==> src/rtl/max_iter_recip_ctrl.sv <==
// -----------------------------------------------------------------------------
// max_iter_recip_ctrl
//
// Computes max_iter_recip = floor(2^RECIP_W / max_iterations) with a serial
// restoring divider, one quotient bit per clock. The colour-table stage uses
// the result to normalise pixel depth. Depth samples are forwarded only while
// the reciprocal matches the live max_iterations value. A stale reciprocal is
// never exposed as valid.
//
// Parameters
//   RECIP_W  reciprocal width; the result is unsigned Q0.RECIP_W
//   DEPTH_W  width of depth_in and max_iterations
//
// Ports
//   clk             rising-edge clock
//   rst_n           asynchronous active-low reset
//   max_iterations  run-time iteration limit N; may change in any cycle
//   depth_in        pixel depth from the iteration engine
//   depth_valid     depth_in is valid (upstream holds it until accepted)
//   depth_ready     depth_in is accepted this cycle (== recip_valid)
//   tbl_en          depth forwarded to the colour table this cycle
//   tbl_depth       depth forwarded to the colour table
//   max_iter_recip  floor(2^RECIP_W / N), saturated to all-ones; 0 when N == 0
//   recip_valid     max_iter_recip corresponds to the current max_iterations
//   busy            division in progress (LOAD or DIV)
// -----------------------------------------------------------------------------
module max_iter_recip_ctrl #(
  parameter int RECIP_W = 16,
  parameter int DEPTH_W = 10
) (
  input  logic               clk,
  input  logic               rst_n,
  input  logic [DEPTH_W-1:0] max_iterations,
  input  logic [DEPTH_W-1:0] depth_in,
  input  logic               depth_valid,
  output logic               depth_ready,
  output logic               tbl_en,
  output logic [DEPTH_W-1:0] tbl_depth,
  output logic [RECIP_W-1:0] max_iter_recip,
  output logic               recip_valid,
  output logic               busy
);

  // The quotient of 2^RECIP_W / N needs RECIP_W+1 bits (N == 1 gives 2^RECIP_W).
  // The remainder stays below N, but the shifted partial remainder can reach
  // 2N-1, so the remainder carries one extra bit.
  localparam int QUOT_W = RECIP_W + 1;
  localparam int REM_W  = DEPTH_W + 1;
  localparam int CNT_W  = $clog2(RECIP_W + 1);
  localparam logic [CNT_W-1:0] CNT_TOP = CNT_W'(RECIP_W);

  typedef enum logic [1:0] {
    S_LOAD  = 2'd0,
    S_DIV   = 2'd1,
    S_READY = 2'd2
  } state_t;

  state_t              r_state;
  state_t              w_state_next;
  logic [DEPTH_W-1:0]  r_n_q;
  logic [REM_W-1:0]    r_rem;
  logic [QUOT_W-1:0]   r_quot;
  logic [CNT_W-1:0]    r_cnt;
  logic [RECIP_W-1:0]  r_recip;

  logic                w_n_match;
  logic                w_div_bit;
  logic                w_last_step;
  logic [REM_W-1:0]    w_n_ext;
  logic [REM_W-1:0]    w_rem_shift;
  logic                w_sub_ok;
  logic [REM_W-1:0]    w_rem_next;
  logic [QUOT_W-1:0]   w_quot_next;
  logic [RECIP_W-1:0]  w_recip_sat;

  // ---------------------------------------------------------------------------
  // Restoring-division step for bit r_cnt of the dividend 2^RECIP_W.
  // Only the top dividend bit is set, so the shifted-in bit is 1 only on the
  // first step.
  // ---------------------------------------------------------------------------
  assign w_n_match   = (max_iterations == r_n_q);
  assign w_div_bit   = (r_cnt == CNT_TOP);
  assign w_last_step = (r_cnt == '0);
  assign w_n_ext     = {1'b0, r_n_q};
  assign w_rem_shift = (r_rem << 1) | REM_W'(w_div_bit);
  assign w_sub_ok    = (w_rem_shift >= w_n_ext);
  assign w_rem_next  = w_sub_ok ? (w_rem_shift - w_n_ext) : w_rem_shift;
  assign w_quot_next = (r_quot << 1) | QUOT_W'(w_sub_ok);
  // Only N == 1 produces a quotient of exactly 2^RECIP_W. That value cannot be
  // represented in Q0.RECIP_W, so the result is clamped to the largest code.
  assign w_recip_sat = w_quot_next[QUOT_W-1] ? '1 : w_quot_next[RECIP_W-1:0];

  // ---------------------------------------------------------------------------
  // FSM state register
  // ---------------------------------------------------------------------------
  always_ff @(posedge clk or negedge rst_n) begin
    // NOTE: sequential state uses non-blocking assignments so every register
    // samples pre-edge values, independent of process evaluation order.
    if (!rst_n) begin
      r_state <= S_LOAD;
    end else begin
      r_state <= w_state_next;
    end
  end

  // ---------------------------------------------------------------------------
  // FSM next-state and status outputs
  // ---------------------------------------------------------------------------
  always_comb begin
    // NOTE: every output of this block gets a default first. A path that
    // leaves one unassigned would infer a latch.
    w_state_next = r_state;
    recip_valid  = 1'b0;
    busy         = 1'b1;

    case (r_state)
      S_LOAD: begin
        // The decision uses the value being latched into N_q on this edge.
        w_state_next = (max_iterations == '0) ? S_READY : S_DIV;
      end
      S_DIV: begin
        // A changed limit aborts the division, which restarts from LOAD.
        if (!w_n_match) begin
          w_state_next = S_LOAD;
        end else if (w_last_step) begin
          w_state_next = S_READY;
        end
      end
      S_READY: begin
        busy        = 1'b0;
        // Drops in the same cycle as the change, one cycle before the FSM
        // leaves READY.
        recip_valid = w_n_match;
        if (!w_n_match) begin
          w_state_next = S_LOAD;
        end
      end
      default: begin
        w_state_next = S_LOAD;
      end
    endcase
  end

  // ---------------------------------------------------------------------------
  // Divider datapath and result register
  // ---------------------------------------------------------------------------
  always_ff @(posedge clk or negedge rst_n) begin
    if (!rst_n) begin
      r_n_q   <= '0;
      r_rem   <= '0;
      r_quot  <= '0;
      r_cnt   <= '0;
      r_recip <= '0;
    end else begin
      case (r_state)
        S_LOAD: begin
          r_n_q  <= max_iterations;
          r_rem  <= '0;
          r_quot <= '0;
          r_cnt  <= CNT_TOP;
          // A zero limit has no meaningful reciprocal and publishes 0 at once.
          if (max_iterations == '0) begin
            r_recip <= '0;
          end
        end
        S_DIV: begin
          // On an abort the partial state is discarded; LOAD reinitialises it.
          if (w_n_match) begin
            r_rem  <= w_rem_next;
            r_quot <= w_quot_next;
            r_cnt  <= w_last_step ? '0 : (r_cnt - 1'b1);
            // The published result changes only on entry to READY.
            if (w_last_step) begin
              r_recip <= w_recip_sat;
            end
          end
        end
        default: begin
          // READY: hold all values.
        end
      endcase
    end
  end

  // ---------------------------------------------------------------------------
  // Depth handshake. Depths pass through only while the reciprocal is current.
  // Upstream holds depth_in while depth_ready is low, so nothing is lost or
  // repeated.
  // ---------------------------------------------------------------------------
  assign depth_ready    = recip_valid;
  assign tbl_en         = depth_valid & depth_ready;
  assign tbl_depth      = depth_in;
  assign max_iter_recip = r_recip;

endmodule

==> config.mk <==
export PLATFORM = sky130hd
export DESIGN_NAME = max_iter_recip_ctrl
export DESIGN_NICKNAME = d
export VERILOG_FILES = /design/src/rtl/max_iter_recip_ctrl.sv
export SDC_FILE = /design/constraint.sdc
export NUM_CORES = 1
export LEC_CHECK = 0
export ABC_AREA = 1
export BUFFER_PORTS_ARGS = -buffer_cell sky130_fd_sc_hd__buf_2
export CAP_MARGIN = 30
export CORE_AREA = 2 2 97 99
export CTS_BUF_LIST = sky130_fd_sc_hd__clkbuf_2 sky130_fd_sc_hd__clkbuf_4 sky130_fd_sc_hd__clkbuf_8
export DETAILED_ROUTE_END_ITERATION = 8
export DIE_AREA = 0 0 99 101
export PLACE_DENSITY = 0.65
export SLEW_MARGIN = 25
export SYNTH_ARGS = -nofsm -noshare
export SYNTH_HDL_FRONTEND = slang
export SYNTH_SLANG_ARGS = --single-unit
export TNS_END_PERCENT = 20
==> constraint.sdc <==
create_clock -name clk -period 3.3 [get_ports clk]
set_input_delay 0.66 -clock clk [delete_from_list [all_inputs] [get_ports clk]]
set_output_delay 0.66 -clock clk [all_outputs]
set_load 0.005 [all_outputs]
Yosys cells after proc, flatten, opt, wreduce, memory -nomap -nowiden
Cells that the tools add are included.
{"block": "op_classes", "mux": 20, "n_addsub": 2, "bitwise": 3, "n_eq_ne": 9, "order_cmp": 1, "reduce_logical": 7}
{"op": "two-way mux 16 bit", "n": 5}
{"op": "one-hot mux 16 bit (2 select lines)", "n": 2}
{"op": "two-way mux 10 bit", "n": 2}
{"op": "one-hot mux 10 bit (2 select lines)", "n": 1}
{"op": "OR 17 x 1 -> 17 bit", "n": 1}
{"op": "greater-or-equal comparator 11 x 10 -> 1 bit", "n": 1}
{"op": "OR 11 x 1 -> 11 bit", "n": 1}
{"op": "== test 10 bit", "n": 1}
{"op": "logical NOT 10 bit", "n": 1}
{"op": "two-way mux 5 bit", "n": 2}
{"op": "one-hot mux 5 bit (2 select lines)", "n": 1}
{"op": "subtractor 10 bit", "n": 1}
{"op": "two-way mux 2 bit", "n": 4}
{"op": "inequality test 2 bit (second input constant)", "n": 4}
{"op": "one-hot mux 2 bit (3 select lines)", "n": 1}
{"op": "== test 5 bit (second input constant)", "n": 1}
{"op": "logical NOT 5 bit", "n": 1}
{"op": "subtractor 5 x 1 -> 5 bit (second input constant)", "n": 1}
{"op": "AND reduction 2 bit", "n": 2}
{"op": "AND reduction 4 bit", "n": 1}
{"op": "inequality test 3 bit (second input constant)", "n": 1}
{"op": "== test 2 x 1 -> 1 bit (second input constant)", "n": 1}
{"op": "== test 2 bit (second input constant)", "n": 1}
{"op": "logical NOT 2 bit", "n": 1}
{"op": "other kinds (3)", "n": 4}
{"block": "word_totals", "in_bits": 23, "word_cells": 48, "out_inout_bits": 30, "ff_bits": 59}

Longest topological paths before layout
{"block": "logic_depth", "depth_word": 8, "depth_mapped": 16, "ltp_nobuf": 16}

Least setup slack after synthesis
Ideal clock, no wire load.
{"block": "synth_path", "path_kind": "register to register", "start": "register r_cnt[0]", "end": "register r_rem[6]", "path_buffers": 0, "period_less_slack_ns": 2.121, "path_slack_ns": 1.179, "arrival_time_ns": 2.004, "path_stages_with_launch": 12, "required_ns": 3.184, "setup_ns": 0.116, "cell_sequence": "dfrtp_1 inv_1 ha_1 nand3_1 ha_1 fa_1 o21ai_0 nand3_1 nand3_1 nand3_1 nand2_1 nand2_1"}
{"block": "synth_between", "elab_chain_cells": 6, "word_cells_on_any_way": 7, "cone_classes": "add/sub (1); order compare (1); eq/ne (1); mux (3); bitwise (1)"}
{"item": "start, declared", "line_no": "63", "text": "logic [CNT_W-1:0] r_cnt;"}
{"item": "start signal, assigned", "line_no": "171", "text": "r_cnt <= w_last_step ? '0 : (r_cnt - 1'b1);"}
{"item": "== test 5 bit (*)", "line_no": "82", "text": "assign w_div_bit = (r_cnt == CNT_TOP);"}
{"item": "OR 11 x 1 -> 11 bit (*)", "line_no": "85", "text": "assign w_rem_shift = (r_rem << 1) | REM_W'(w_div_bit);"}
{"item": "subtractor 10 bit / greater-or-equal comparator 11 x 10 -> 1 bit (equally long branches)", "line_no": "87, 86"}
{"item": "two-way mux 10 bit (*)", "line_no": "87", "text": "assign w_rem_next = w_sub_ok ? (w_rem_shift - w_n_ext) : w_rem_shift;"}
{"item": "two-way mux 10 bit (*)", "line_no": "168", "text": "if (w_n_match) begin"}
{"item": "one-hot mux 10 bit (2 select lines) (*)", "line_no": "155", "text": "case (r_state)"}
{"item": "end signal, assigned", "line_no": "169", "text": "r_rem <= w_rem_next;"}
{"item": "end, declared", "line_no": "61", "text": "logic [REM_W-1:0] r_rem;"}
Every way passes the cells marked *; elsewhere a longest branch is shown, timed or not. The select of a mux whose other input is x is not followed.
A chain may end at the register's enable or synchronous reset.

Worst setup path after layout
Ends and elaborated chain as after synthesis.

==> impl_metrics.env <==
export IMPL_drt_initial_drc_count=172
export IMPL_cts_resized=0
export IMPL_antenna_found_initial=0
export IMPL_worstSetupEndpointType="flop"
export IMPL_die_h_um=101
export IMPL_synthCells=481
export IMPL_cp_top_family="adder cells"
export IMPL_synth_most_common_cell="nand2_1"
export IMPL_synth_top_area_cell="dfrtp_1"
export IMPL_diodes=0
export IMPL_p_sw_share_pct=41.8
export IMPL_crit_fanout=5
export IMPL_antenna_left=0
export IMPL_drv_cap=0
export IMPL_worstPathRequired_ns=3.53
export IMPL_leakagePower_uw=0.00218
export IMPL_wire_per_inst_um=12.2
export IMPL_worst_pin_slew_ns=0.507
export IMPL_min_path_type="input port to async pin"
export IMPL_cp_slowest_cell="o21ai_0"
export IMPL_areaGrowthSynthToFinish_pct=12.5
export IMPL_synth_fp_nets=517
export IMPL_die_x_um=99
export IMPL_slew_limit_headroom_pct=66.2
export IMPL_path_buf_inv=1
export IMPL_highest_layer="met4"
export IMPL_cts_tree="done"
export IMPL_syn_area_per_cell_um2=7.23
export IMPL_grt_pass1_wl_mm=13.3
export IMPL_drive_gt1_share_pct=11.9
export IMPL_met2_length_mm=3.44
export IMPL_arrival_ns=2.62
export IMPL_async_reset_ff_share_pct=100
export IMPL_start_kind="flop"
export IMPL_grtUsageTotal_pct=16.7
export IMPL_ios=53
export IMPL_min_period_over_period_pct=72.4
export IMPL_nNetsFinal=542
export IMPL_fin_skew_ns=0.0114
export IMPL_peakVddDrop_uv=257
export IMPL_wl_met3_um=316
export IMPL_rsz0062_at_grt="no"
export IMPL_synthesis_area_um2=3480
export IMPL_ys_types=28
export IMPL_clk_pin_slew_ns=0.08
export IMPL_p_switching_uw=1170
export IMPL_met1_length_mm=3.73
export IMPL_utilization_pct=43.6
export IMPL_reg2regPathDepth=11
export IMPL_dpl_worst_slack_ns=0.901
export IMPL_dieArea_um2=10000
export IMPL_status="finished, final reports clean"
export IMPL_cpMostUsedCell="nand3_1"
export IMPL_synth_edff_count=0
export IMPL_hold_buffers=0
export IMPL_netlist_top_cells_area="dfrtp_1, nand2_1, inv_1, nand3_1, ha_1"
export IMPL_rows=35
export IMPL_avgViaCountPerCell=4.83
export IMPL_grt_pass1_vias=2930
export IMPL_critPathKind="flop to flop"
export IMPL_clock_root_buffer="clkbuf_8"
export IMPL_synth_ff_type="dfrtp_1"
export IMPL_vias=3007
export IMPL_power_density_nw_per_um2=712
export IMPL_worst_slack_ns=0.912
export IMPL_drv_slew=0
export IMPL_yosysSeqAreaShare_pct=42.4
export IMPL_internal_power_uw=1620
export IMPL_gp_congestion=0.851
export IMPL_postCtsSetupRepairBufs=0
export IMPL_start_util_pct=38.8
export IMPL_r2r_start="r_cnt[0]"
export IMPL_tns_ns=0
export IMPL_grt_overflow_total=0
export IMPL_synth_seq_cells=59
export IMPL_synth_top_area_share_pct=42.4
export IMPL_clock_fmax_mhz=419
export IMPL_synth_common_cells="nand2_1, inv_1, dfrtp_1"
export IMPL_route_detailed_drc=0
export IMPL_crit_path_start="r_cnt[0]"
export IMPL_drtPass1Iterations=5
export IMPL_grt_max_degree=40
export IMPL_h_tree_depth=3
export IMPL_yosys_warnings=0
export IMPL_crit_path_max_incr_delay_ns=0.40
export IMPL_period_minus_slack_ns=2.39
export IMPL_ff2ff_setup_slack_ns=0.91
export IMPL_coreArea_um2=8980
export IMPL_setup_viol=0
export IMPL_hold_viol_final=0
export IMPL_clkPwrFrac_pct=27.4
export IMPL_dp_hpwl_mm=5.55
export IMPL_cts_num_sinks=59
export IMPL_clk_latency_ns=0.34
export IMPL_combPwrFrac_pct=40.9
export IMPL_worstPathCellList="inv_1 > ha_1 > nand3_1 > ha_1 > fa_1 > o21ai_0 > nand3_1 > nand3_1 > nand3_1 > nand2_1 > nand2_1"
export IMPL_path_depth=11
export IMPL_io_buffers=32
export IMPL_ctsLongestPathBuffers=2
export IMPL_wirelength_mm=7.61
export IMPL_cts_made_buffers=9
export IMPL_fillers=910
export IMPL_seq_power_share_pct=31.7
cell type report:
type / count / area (um^2) / share of cell area, %
well taps: 111 / 139 / 3.55
clock buffers: 10 / 138 / 3.52
clock inverters: 6 / 95.1 / 2.43
inverters: 79 / 297 / 7.57
repair buffers: 38 / 225 / 5.75
flip-flops and latches: 59 / 1480 / 37.7
multi-input cells: 319 / 1550 / 39.5
flip-flops by register name (all words and copies together) (netlist names):
register        cells
r_n_q              10
max_iter_recip     16
r_cnt               5
r_state             2
r_quot             16
r_rem              10
logic make-up (layout without fill, tap and decap cells):
group | count (synthesis) | after routing | synth area share (%)
simple gates | 244 | 244 | 29.4
buf+inv | 103 | 133 | 13.2
flops | 59 | 59 | 42.4
compound gates | 57 | 57 | 8.88
fa+ha+maj | 13 | 13 | 4.89
xor+xnor | 5 | 5 | 1.26
through the flow:
stage                     hold slack, ns  instance area [um^2]  cells  power, uW
after global routing               0.288                  3920    622       3040
after detailed placement           0.453                  3650    605       2030
after floorplan                    0.364                  3480    481       1810
final                              0.262                  3920    622       2790
after CTS                          0.457                  3890    621       2810
after global placement             0.451                  3650    605       2010
power by group through the flow:
stage,clock network [uW],registers (uW),logic (uW)
2_1_floorplan,0,878,930
3_3_place_gp,0,893,1110
3_5_place_dp,0,896,1140
4_1_cts,783,883,1140
5_1_grt,822,895,1320
6_report,764,882,1140
metal layers:
layer | vias to the layer above | GRT usage [%]
met1 | 1395 | 22.4
met2 | 61 | 26.1
met5 | - | 0
li1 | 1544 | -
met3 | 7 | 3.68
met4 | 0 | 7.06
layout by cell type, fill, tap and decap left out:
cell type    n
dfrtp_1     59
a21oi_1     20
o21ai_0     19
ha_1        12
inv_6        2
nand4_1      3
clkinv_1     2
nand2_4      2
clkinv_4     2
xor2_1       2
fa_1         1
clkbuf_8    10
o21bai_1     1
buf_16       1
and2_1       1
nand3_1     45
or2_0        1
buf_2       32
nand3_2      1
inv_1       75
nand2_1    153
nor2_1      33
nor2_4       1
inv_2        2
nand3b_1     1
xnor2_1      3
buf_4        5
nand2_2      1
nor3_1       2
bufinv_16    2
o22ai_1     17
path summary, 6_finish.rpt:
path,end
worst max-delay path,r_rem[6]
worst min-delay path,r_quot[9]
worst max register to register,r_rem[6]
worst min register to register,max_iter_recip[5]
max in group asynchronous,r_n_q[6]
min in group clk,max_iter_recip[5]
Note: power is estimated with default switching activity, not from simulation.
